[src/rtl/vanilla_remote_wb_pkg.sv]
// vanilla_remote_wb_pkg: shared types and constants for the remote writeback scheduler
// Provides the default response entry layout {float, rd, data} and the width of
// the optional statistics counters (enabled by VANILLA_REMOTE_WB_STATS_EN).
package vanilla_remote_wb_pkg;
   localparam int data_width_lp     = 32;
   localparam int reg_addr_width_lp = 5;
   localparam int stat_width_lp     = 32;
   typedef struct packed {
      logic                         float;
      logic [reg_addr_width_lp-1:0] rd;
      logic [data_width_lp-1:0]     data;
   } remote_wb_entry_s;
endpackage

[src/rtl/vanilla_remote_wb_fifo.sv]
// vanilla_remote_wb_fifo: circular response buffer with full/empty flags
// Ports: clk_i, reset_n_i (async active-low), push_i/data_i enqueue,
// pop_i dequeue, data_o head entry, full_o/empty_o registered occupancy flags.
// Push while full and pop while empty are ignored.
module vanilla_remote_wb_fifo #(
   parameter int width_p = 38,
   parameter int els_p   = 2
) (
   input  logic               clk_i,
   input  logic               reset_n_i,
   input  logic               push_i,
   input  logic [width_p-1:0] data_i,
   input  logic               pop_i,
   output logic [width_p-1:0] data_o,
   output logic               full_o,
   output logic               empty_o
);
   localparam int ptr_w_lp = $clog2(els_p);
   logic [width_p-1:0]  mem [els_p];
   logic [ptr_w_lp-1:0] wr_ptr, rd_ptr;
   logic [ptr_w_lp:0]   cnt;
   logic                do_push, do_pop;
   assign full_o  = cnt == (ptr_w_lp+1)'(els_p);
   assign empty_o = cnt == '0;
   assign do_push = push_i & ~full_o;
   assign do_pop  = pop_i & ~empty_o;
   assign data_o  = mem[rd_ptr];
   // Pointers wrap naturally because els_p is a power of two.
   always_ff @(posedge clk_i or negedge reset_n_i)
      if (!reset_n_i) begin
         wr_ptr <= '0;
         rd_ptr <= '0;
         cnt    <= '0;
      end else begin
         if (do_push) wr_ptr <= wr_ptr + 1'b1;
         if (do_pop) rd_ptr <= rd_ptr + 1'b1;
         cnt <= cnt + {{ptr_w_lp{1'b0}}, do_push} - {{ptr_w_lp{1'b0}}, do_pop};
      end
   always_ff @(posedge clk_i)
      if (do_push) mem[wr_ptr] <= data_i;
endmodule

[src/rtl/vanilla_remote_wb_scheduler.sv]
// vanilla_remote_wb_scheduler: merges remote load/AMO responses into the shared RF write ports
// Ports: clk_i, reset_n_i (async active-low); remote_v_i/remote_float_i/remote_rd_i/
// remote_data_i with remote_ready_o response intake; int/float_pipe_wb_v_i pipeline
// port usage; int/float_rf_w_* remote RF writes; int/float_sb_clear_* scoreboard
// clears; stall_remote_wb_o forced pipeline stall. Optional macro
// VANILLA_REMOTE_WB_STATS_EN adds stat_blocked_cycles_o and stat_forced_stalls_o.
module vanilla_remote_wb_scheduler
   import vanilla_remote_wb_pkg::*;
#(
   parameter int data_width_p     = data_width_lp,
   parameter int reg_addr_width_p = reg_addr_width_lp,
   parameter int fifo_els_p       = 2,
   parameter int max_stall_p      = 3
) (
   input  logic                        clk_i,
   input  logic                        reset_n_i,
   input  logic                        remote_v_i,
   input  logic                        remote_float_i,
   input  logic [reg_addr_width_p-1:0] remote_rd_i,
   input  logic [data_width_p-1:0]     remote_data_i,
   output logic                        remote_ready_o,
   input  logic                        int_pipe_wb_v_i,
   input  logic                        float_pipe_wb_v_i,
   output logic                        int_rf_w_v_o,
   output logic [reg_addr_width_p-1:0] int_rf_w_addr_o,
   output logic [data_width_p-1:0]     int_rf_w_data_o,
   output logic                        float_rf_w_v_o,
   output logic [reg_addr_width_p-1:0] float_rf_w_addr_o,
   output logic [data_width_p-1:0]     float_rf_w_data_o,
   output logic                        int_sb_clear_o,
   output logic [reg_addr_width_p-1:0] int_sb_clear_id_o,
   output logic                        float_sb_clear_o,
   output logic [reg_addr_width_p-1:0] float_sb_clear_id_o,
   output logic                        stall_remote_wb_o
`ifdef VANILLA_REMOTE_WB_STATS_EN
   ,output logic [stat_width_lp-1:0]   stat_blocked_cycles_o
   ,output logic [stat_width_lp-1:0]   stat_forced_stalls_o
`endif
);
   localparam int cnt_w_lp = $clog2(max_stall_p+1);
   typedef struct packed {
      logic                        float;
      logic [reg_addr_width_p-1:0] rd;
      logic [data_width_p-1:0]     data;
   } entry_s;
   entry_s              head, push_entry;
   logic                full, empty, head_v, pipe_v, zero_rd, dispatch, wr, pop, blocked;
   logic [cnt_w_lp-1:0] blocked_cnt;
   assign push_entry = '{float: remote_float_i, rd: remote_rd_i, data: remote_data_i};
   vanilla_remote_wb_fifo #(.width_p($bits(entry_s)), .els_p(fifo_els_p)) fifo (
      .clk_i     (clk_i),
      .reset_n_i (reset_n_i),
      .push_i    (remote_v_i),
      .data_i    (push_entry),
      .pop_i     (pop),
      .data_o    (head),
      .full_o    (full),
      .empty_o   (empty)
   );
   assign remote_ready_o    = ~full;
   assign head_v            = ~empty;
   assign pipe_v            = head.float ? float_pipe_wb_v_i : int_pipe_wb_v_i;
   // x0 responses carry nothing to write; they drain without touching the port.
   assign zero_rd           = head_v & ~head.float & (head.rd == '0);
   assign stall_remote_wb_o = head_v & (blocked_cnt == cnt_w_lp'(max_stall_p));
   assign dispatch          = head_v & (~pipe_v | stall_remote_wb_o);
   assign wr                = dispatch & ~zero_rd;
   assign pop               = dispatch | zero_rd;
   assign blocked           = head_v & pipe_v & ~stall_remote_wb_o & ~zero_rd;
   assign int_rf_w_v_o        = wr & ~head.float;
   assign float_rf_w_v_o      = wr & head.float;
   assign int_sb_clear_o      = int_rf_w_v_o;
   assign float_sb_clear_o    = float_rf_w_v_o;
   assign int_rf_w_addr_o     = int_rf_w_v_o ? head.rd : '0;
   assign int_rf_w_data_o     = int_rf_w_v_o ? head.data : '0;
   assign int_sb_clear_id_o   = int_rf_w_addr_o;
   assign float_rf_w_addr_o   = float_rf_w_v_o ? head.rd : '0;
   assign float_rf_w_data_o   = float_rf_w_v_o ? head.data : '0;
   assign float_sb_clear_id_o = float_rf_w_addr_o;
   always_ff @(posedge clk_i or negedge reset_n_i)
      if (!reset_n_i) blocked_cnt <= '0;
      else if (pop) blocked_cnt <= '0;
      else if (blocked && blocked_cnt != cnt_w_lp'(max_stall_p)) blocked_cnt <= blocked_cnt + 1'b1;
`ifdef VANILLA_REMOTE_WB_STATS_EN
   always_ff @(posedge clk_i or negedge reset_n_i)
      if (!reset_n_i) begin
         stat_blocked_cycles_o <= '0;
         stat_forced_stalls_o  <= '0;
      end else begin
         if (blocked && ~&stat_blocked_cycles_o) stat_blocked_cycles_o <= stat_blocked_cycles_o + 1'b1;
         if (stall_remote_wb_o && ~&stat_forced_stalls_o) stat_forced_stalls_o <= stat_forced_stalls_o + 1'b1;
      end
`else
   // Statistics counters are not built in this configuration.
`endif
endmodule
[config.mk]
export PLATFORM = sky130hd
export DESIGN_NAME = vanilla_remote_wb_scheduler
export DESIGN_NICKNAME = d
export VERILOG_FILES = /design/src/rtl/vanilla_remote_wb_pkg.sv /design/src/rtl/vanilla_remote_wb_fifo.sv /design/src/rtl/vanilla_remote_wb_scheduler.sv
export SDC_FILE = /design/constraint.sdc
export NUM_CORES = 1
export LEC_CHECK = 0
export ABC_AREA = 1
export CAP_MARGIN = 40
export CORE_MARGIN = 2
export CORE_UTILIZATION = 44
export CTS_BUF_LIST = sky130_fd_sc_hd__clkbuf_4 sky130_fd_sc_hd__clkbuf_8 sky130_fd_sc_hd__clkbuf_16
export CTS_CLUSTER_DIAMETER = 80
export DETAILED_ROUTE_END_ITERATION = 10
export PLACE_DENSITY = 0.79
export RECOVER_POWER = 25
export SLEW_MARGIN = 20
export SYNTH_ARGS = -nofsm -noshare
export SYNTH_HDL_FRONTEND = slang
export SYNTH_SLANG_ARGS = --single-unit
[constraint.sdc]
create_clock -name clk_i -period 3.4 [get_ports clk_i]
set_clock_uncertainty 0.05 [all_clocks]
set_input_delay 0.68 -clock clk_i [delete_from_list [all_inputs] [get_ports clk_i]]
set_output_delay 0.68 -clock clk_i [all_outputs]
set_load 0.005 [all_outputs]
Yosys cells after proc, flatten, opt, wreduce, memory -nomap -nowiden --
Memories as Yosys holds them, arrays and structs flattened. Cells that the tools add are included.
Word-level totals: register bits after elaboration 6, memory bits (writable) 76, input bits 43, output and inout bits 90, word-level logic and storage cells 46, memories kept 1
Memories:
- fifo.mem | depth 2, bits a word 38, read ports 1, clocked after memory_dff 0, write ports 1, line vanilla_remote_wb_fifo.sv:19 | logic [width_p-1:0] mem [els_p];
Cells by class: $add $sub $neg 5, equality and inequality tests 3, mux-type cells 9, bitwise gates (word level) 20, reductions and logical operators 4
Operators by type and width (count):
- $mux W32 | 2
- $and A1 B1 Y1 | 12
- $mux W5 | 2
- $not A1 Y1 | 6
- $logic_not A5 Y1 | 1
- $eq A2 B2 Y1 const B | 2
- $mux W2 | 2
- $mux W1 | 3
- $add A1 B1 Y1 const B | 2
- $add A2 B1 Y2 | 1
- $add A2 B1 Y2 const B | 1
- $logic_not A2 Y1 | 1
- $ne A2 B2 Y1 const B | 1
- $or A1 B1 Y1 | 2
- $reduce_bool A2 Y1 | 1
- $sub A2 B1 Y2 | 1
- $logic_and A1 B1 Y1 | 1

Longest topological paths before layout --
Gate-level depths: netlist of run 1.
depth after elaboration 9, depth in mapped cells 12, depth with buffers taken out 12

Cells and area by module --
From an unflattened synthesis of run 1, not the netlist that was laid out.
Unflattened totals: cells, all modules 400, area, all modules 3822.4 µm²
Modules (own cells, without submodules):
- vanilla_remote_wb_fifo | instances 1, cells each 232, area each 2991.6 µm², sequential area each 2382.3 µm²
- vanilla_remote_wb_scheduler | instances 1, cells each 168, area each 830.8 µm², sequential area each 50.0 µm²

Worst setup path after synthesis of run 1 --
OpenSTA, ideal clock, no wires.
kind input to register, start point input remote_v_i, end point memory fifo.mem[1][0], enable pin, setup time 435 ps, data arrival time 2390 ps, required time 2915 ps, path slack 525 ps, cell stages on the path 2, path buffers 0, cells stage by stage nand2_1 -> nor2_1
Between the ends: cells in the longest elaborated chain, start to end 3
Ends and longest elaborated chain:
- start: declaration | line vanilla_remote_wb_scheduler.sv:17 | input logic remote_v_i,
- $and A1 B1 Y1 | line vanilla_remote_wb_fifo.sv:25 | assign do_push = push_i & ~full_o;
- $mux W1 | line vanilla_remote_wb_fifo.sv:40 | if (do_push) mem[wr_ptr] <= data_i;
- $mux W1 (not written as such) | line vanilla_remote_wb_fifo.sv:40
- end: declaration | line vanilla_remote_wb_fifo.sv:19
No other way between the ends.

Final worst setup path of run 1 --
start point input int_pipe_wb_v_i, end point output int_rf_w_addr_o[4]
Between the ends: cells in the longest elaborated chain, start to end 7
Ends and longest elaborated chain:
- start: declaration | line vanilla_remote_wb_scheduler.sv:22 | input logic int_pipe_wb_v_i,
- $mux W1 | line vanilla_remote_wb_scheduler.sv:62 | assign pipe_v = head.float ? float_pipe_wb_v_i : int_pipe_wb_v_i;
- $not A1 Y1 | line vanilla_remote_wb_scheduler.sv:66 | assign dispatch = head_v & (~pipe_v | stall_remote_wb_o);
- $or A1 B1 Y1 | line vanilla_remote_wb_scheduler.sv:66
- $and A1 B1 Y1 | line vanilla_remote_wb_scheduler.sv:66
- $and A1 B1 Y1 | line vanilla_remote_wb_scheduler.sv:67 | assign wr = dispatch & ~zero_rd;
- $and A1 B1 Y1 | line vanilla_remote_wb_scheduler.sv:70 | assign int_rf_w_v_o = wr & ~head.float;
- $mux W5 | line vanilla_remote_wb_scheduler.sv:74 | assign int_rf_w_addr_o = int_rf_w_v_o ? head.rd : '0;
- end: declaration | line vanilla_remote_wb_scheduler.sv:25 | output logic [reg_addr_width_p-1:0] int_rf_w_addr_o,
No other way between the ends.

==> results.cfg, run 1 <==
[worst_hold_path]
hp-start = blocked_cnt[1]
hold_path_end = blocked_cnt[1]
min_path_type = flip-flop to flip-flop
min_path_cells = 2

[critical_path]
crit_family = buffers and inverters
path_cells = clkdlybuf4s50_1 > inv_1 > nand3_1 > nand3_1 > nand2_1 > inv_2 > nand3_2 > buf_4 > nor2_1 > clkdlybuf4s50_1
worstReg2RegStart = fifo.rd_ptr
max_stage_delay_ns = 0.55
worstSetupEndpointType = output port
critPathSlowestCell = clkdlybuf4s50_1
worstPathArrival_ns = 2.51
start_kind = input pin
path_class = input pin to output port
ff2ff_path_depth = 12
cp_max_fo = 18
worstPathRequired_ns = 2.67
reg2reg_slack_ns = 1.24
critPathBufInv = 5
reg2reg_to = fifo.cnt[1]

[floorplan]
dieArea_um2 = 8936
fp-row-count = 33
die_h_um = 94.53
boundaryPins = 133
start_util_pct = 44.56
die_width_um = 94.53
coreArea_um2 = 8093

[global_route]
grt-ovfl-total = 0
grt_antenna_before_repair = 0
grt_usage_pct = 17.25
grt_pass1_vias = 2493
grt_pass1_wl_um = 11560
grt_max_degree = 23

[route]
drtIter0Drc = 119
drc_errors = 0
wl_per_cell_um = 14.09
vias = 2538
drt_first_pass_iters = 4
routed_wl_um = 7523
vias_per_cell = 4.753
ant_nets = 0

[clock_network]
cts_tree = yes
cts_buffer_depth = 2
insertion_delay_ns = 0.34
clk_pin_slew_ns = 0.08
cts_num_sinks = 82
hold_buffers = 0
cts_buffers = 9
clockRootBuffer = clkbuf_8
htreeDepth = 3

[pwr]
vdd_ir_drop_max_mv = 0.3882
leakage_nw = 2.060
power_mw = 4.120
power.density_nw_per_um2 = 795.9

[synth]
syn_area_per_cell_um2 = 12.18
syn_inst = 296
ys_seq_area_share_pct = 67.45
synthesis.area_um2 = 3606
syn_nets = 342
yosys_warnings = 0
ys_types = 17
ys_ff_latch = 82

[placement]
place_area_um2 = 4966
hpwl_um = 5458
io_buffers = 132
placed_cells = 517
gp_congestion = 0.7407
place_ws_ns = 0.1143

[timing]
max_freq_mhz = 308.6
whs_ns = 0.4508
setup_tns_ns = 0
slew_viol_final = 0
slew_headroom_pct = 61.93
fin_crit_sh_pct = 95.32
tightest_slew_ns = 0.5698
period_minus_slack_ns = 3.241
rsz0062_at_grt = false
finalSetupViolCount = 0
hold_violations = 0
fin_ws_ns = 0.1590

[final_layout]
antenna_cells = 0
syn_to_final_growth_pct = 43.55
fin_area_um2 = 5176
final_cells = 534
drive_gt1_share_pct = 8.625
final_common_cell = clkdlybuf4s50_1
layout_common_cells = 102 x clkdlybuf4s50_1, 78 x nor2_1, 76 x edfxtp_1, 34 x nand2_1, 32 x mux2i_1
fin_nets = 471
final_util_pct = 63.96

[run]
cap_violations = 0

[status]
status = finished, final reports clean
-- cells by family (layout without fill, tap and decap cells) --
kind of cell / Yosys count / in the layout / synth area share [%]
XOR/XNOR: 2 / 2 / 0.4859
adder cells (fa/ha/maj): 3 / 3 / 1.041
buffers and inverters: 51 / 184 / 8.189
flip-flops: 82 / 82 / 67.45
multiplexers: 32 / 32 / 8.883
AND/OR/NAND/NOR: 126 / 126 / 13.95
-- repair_timing --
action | in CTS | in global routing
gates resized for setup | 0 | 2
buffers inserted | 0 | 2
setup endpoints to repair | 0 | 73
-- registers in the layout, indices dropped and copies added (netlist names) --
signal and flops:
fifo.rd_ptr 1, fifo.wr_ptr 1, fifo.mem 76, blocked_cnt 2, fifo.cnt 2
-- routing by layer --
metal | track usage [%] | up-vias | share of wire [%]
li1 | - | 1229 | -
met5 | 0 | - | 0
met4 | 8.696 | 0 | 2.5
met2 | 30.48 | 92 | 53
met3 | 4.310 | 14 | 6.0
met1 | 19.35 | 1203 | 39
-- worst max-delay path by stage --
| stage | start | to | slack [ns] | depth (start not counted) |
|---|---|---|---|---|
| 2_1_floorplan | remote_v_i | fifo.mem[1][0] | 0.53 | 2 |
| 3_3_place_gp | int_pipe_wb_v_i | float_rf_w_addr_o[4] | 0.23 | 10 |
| 3_5_place_dp | int_pipe_wb_v_i | float_sb_clear_id_o[1] | 0.11 | 10 |
| 4_1_cts | fifo.rd_ptr | float_sb_clear_id_o[1] | 0.006 | 10 |
| 5_1_grt | int_pipe_wb_v_i | float_rf_w_addr_o[4] | 0.01 | 10 |
| 6_report | int_pipe_wb_v_i | int_rf_w_addr_o[4] | 0.16 | 10 |
-- power breakdown --
group          leakage [nW]  internal [mW]  switching (mW)
Clock                0.0898          0.338           0.340
Sequential            0.777           1.38          0.0767
Combinational          1.19           1.02           0.963
Total                  2.06           2.74            1.38
-- cells in the mapped netlist --
| cell | n | area [um2] |
|---|---|---|
| inv_2 | 4 | 15.01 |
| nand2_2 | 3 | 18.77 |
| xnor2_1 | 1 | 8.760 |
| xor2_1 | 1 | 8.760 |
| dfrtp_1 | 6 | 150.1 |
| nand3_2 | 2 | 20.02 |
| nand2_1 | 34 | 127.6 |
| buf_6 | 7 | 78.83 |
| ha_1 | 3 | 37.54 |
| inv_1 | 23 | 86.33 |
| edfxtp_1 | 76 | 2282 |
| mux2i_1 | 32 | 320.3 |
| buf_4 | 12 | 90.09 |
| nor2_1 | 81 | 304.0 |
| nand3_1 | 4 | 20.02 |
| buf_2 | 5 | 25.02 |
| nand4_1 | 2 | 12.51 |
-- tightest hold or removal path: stages, from the launching register on --
cell     delay (ns)
dfrtp_1        0.36
nand2_1        0.06
nand2_1        0.05
-- layout make-up --
type | count | area [um2]
inverter | 27 | 101.3
clock inverter | 6 | 66.31
sequential | 82 | 2436
clock buffer | 9 | 123.9
tap | 105 | 131.4
timing repair buffer | 142 | 1421
fill | 665 | 2917
multi-input combinational | 163 | 895.9
(Power assumes the default switching activity.)
==> run 2: changes to the inputs <==
CORE_MARGIN = unset   (was 2)
TNS_END_PERCENT = 30   (was unset)
==> run 2 against run 1 <==
Effect of this change:
- combinational power increased by 3%
- via count barely moved
- core utilization increased by 3.0 points
- sequential share of layout area decreased by 0.45 points
- design area is 0.97% higher
- fmax grew 0.15%
- highest routed layer unchanged
- critical endpoint is now int_rf_w_data_o[14]
- die area decreased by 4.2%
- critical path depth did not move
==> results.cfg, run 2 (synthesis gave the netlist of run 1 again) <==
[status]
status = finished, final reports clean

[clock_network]
clockRootBuffer = clkbuf_8
htreeDepth = 3
cts_num_sinks = 82
clk_pin_slew_ns = 0.09
cts_buffer_depth = 2
cts_tree = yes
cts_buffers = 9
insertion_delay_ns = 0.34

[worst_hold_path]
hp-start = blocked_cnt[1]
min_path_type = flip-flop to flip-flop

[pwr]
power.density_nw_per_um2 = 812.1
vdd_ir_drop_max_mv = 0.4339
leakage_nw = 2.092

[final_layout]
nFillCells = 593
layout_common_cells = 101 x clkdlybuf4s50_1, 79 x nor2_1, 76 x edfxtp_1, 34 x nand2_1, 32 x mux2i_1
regMostFlops = fifo.mem
antenna_cells = 0
drive_gt1_share_pct = 9.007
largestRegisters = fifo.mem: 76 flops, blocked_cnt: 2 flops, fifo.cnt: 2 flops
final_common_cell = clkdlybuf4s50_1
largest_reg_flops = 76
fin_nets = 474
syn_to_final_growth_pct = 44.93

[floorplan]
die_width_um = 92.53
fp-row-count = 32
start_util_pct = 46.19
coreArea_um2 = 7807
dieArea_um2 = 8562
die_h_um = 92.53
boundaryPins = 133

[global_route]
grt_pass1_wl_um = 11610
grt_antenna_before_repair = 0
grt_pass1_vias = 2495
grt_usage_pct = 17.99
grt-ovfl-total = 0
grt_max_degree = 23

[critical_path]
worstPathArrival_ns = 2.51
cp_max_fo = 10
start_kind = flip-flop
worstPathRequired_ns = 2.67
worstSetupEndpointType = output port
reg2reg_slack_ns = 1.16
worstReg2RegStart = fifo.rd_ptr
cp-endpoint = int_rf_w_data_o[14]
ff2ff_path_depth = 12
startpoint = fifo.rd_ptr
path_class = flip-flop to output port
reg2reg_to = fifo.cnt[1]

[timing]
setup_tns_ns = 0
hold_violations = 0
slew_headroom_pct = 61.09
fin_ws_ns = 0.1640
fin_crit_sh_pct = 95.18
tightest_slew_ns = 0.5822
rsz0062_at_grt = false
slew_viol_final = 0
finalSetupViolCount = 0
max_freq_mhz = 309.0
period_minus_slack_ns = 3.236

[placement]
io_buffers = 132
gp_congestion = 0.7179
hpwl_um = 5664
place_ws_ns = 0.1516

[route]
drtIter0Drc = 93
routed_wl_um = 7732
wl_per_cell_um = 14.45
vias_per_cell = 4.746
vias = 2539
drc_errors = 0
ant_nets = 0
drt_first_pass_iters = 4

[run]
cap_violations = 0
## run 2: changes by cell type in the layout (fill, tap and decap cells not counted), sizes merged
cell,previous run,this run
dlygate4sd3,30,31
buf,10,13
clkdlybuf4s50,102,101
clkinvlp,2,1
inv,29,28
clkinv,1,3
bufinv,1,2
## run 2: area by class of cell
class / instances / area (um2) / area share, %
clock inverters: 7 / 92.59 / 1.772
repair buffers: 145 / 1451 / 27.77
flip-flops and latches: 82 / 2436 / 46.61
well taps: 102 / 127.6 / 2.442
inverters: 27 / 101.3 / 1.939
clock buffers: 9 / 123.9 / 2.370
multi-input cells: 163 / 893.4 / 17.09
## run 2: report_power, final
group | internal, mW | switching [mW] | leakage, nW
sequential | 1.38 | 0.0781 | 0.777
clock | 0.412 | 0.342 | 0.105
combinational | 1.05 | 0.981 | 1.21
## run 2: worst min-delay path by stage
stage,to,cells after the start
2_1_floorplan,blocked_cnt[0],0
3_3_place_gp,blocked_cnt[1],2
3_5_place_dp,blocked_cnt[1],2
4_1_cts,blocked_cnt[1],2
5_1_grt,blocked_cnt[1],2
6_report,blocked_cnt[1],2
## run 2: repair_timing
item / in CTS / in global routing
gates resized for setup: 1 / 2
setup buffers: 0 / 3
hold buffers: 0 / 0
endpoints found under the setup margin: 13 / 81
## run 2: metrics by stage
stage / area [um2] / util, % / cells / hold slack [ns] / total power [mW]
final: 5226 / 66.94 / 535 / 0.4668 / 4.244
after global routing: 5226 / 66.94 / 535 / 0.4839 / 4.502
after CTS: 5196 / 66.55 / 532 / 0.4648 / 4.255
after detailed placement: 4977 / 63.75 / 516 / 0.4434 / 3.498
after global placement: 4977 / 63.75 / 516 / 0.4172 / 3.416
after floorplan: 3606 / - / 296 / 0.3344 / 2.540
## run 2: layer usage
| metal | track usage, % | routed length (um) | share of wire, % | vias to the layer above |
|---|---|---|---|---|
| li1 | - | - | - | 1237 |
| met1 | 20.78 | 3065 | 40 | 1199 |
| met2 | 32.22 | 4105 | 53 | 94 |
| met3 | 4.844 | 476 | 6.2 | 9 |
| met4 | 5.859 | 85 | 1.1 | 0 |
| met5 | 0 | 0 | 0 | - |
## run 2: worst max-delay path, stage by stage (launching register included)
cell and delay, ns:
dfrtp_4 0.53, buf_4 0.18, nand2_1 0.07, nand2_1 0.09, nand2_1 0.08, nor2_1 0.05
nand2_2 0.14, nand3_2 0.15, buf_4 0.21, nor2_1 0.14, clkdlybuf4s50_1 0.52
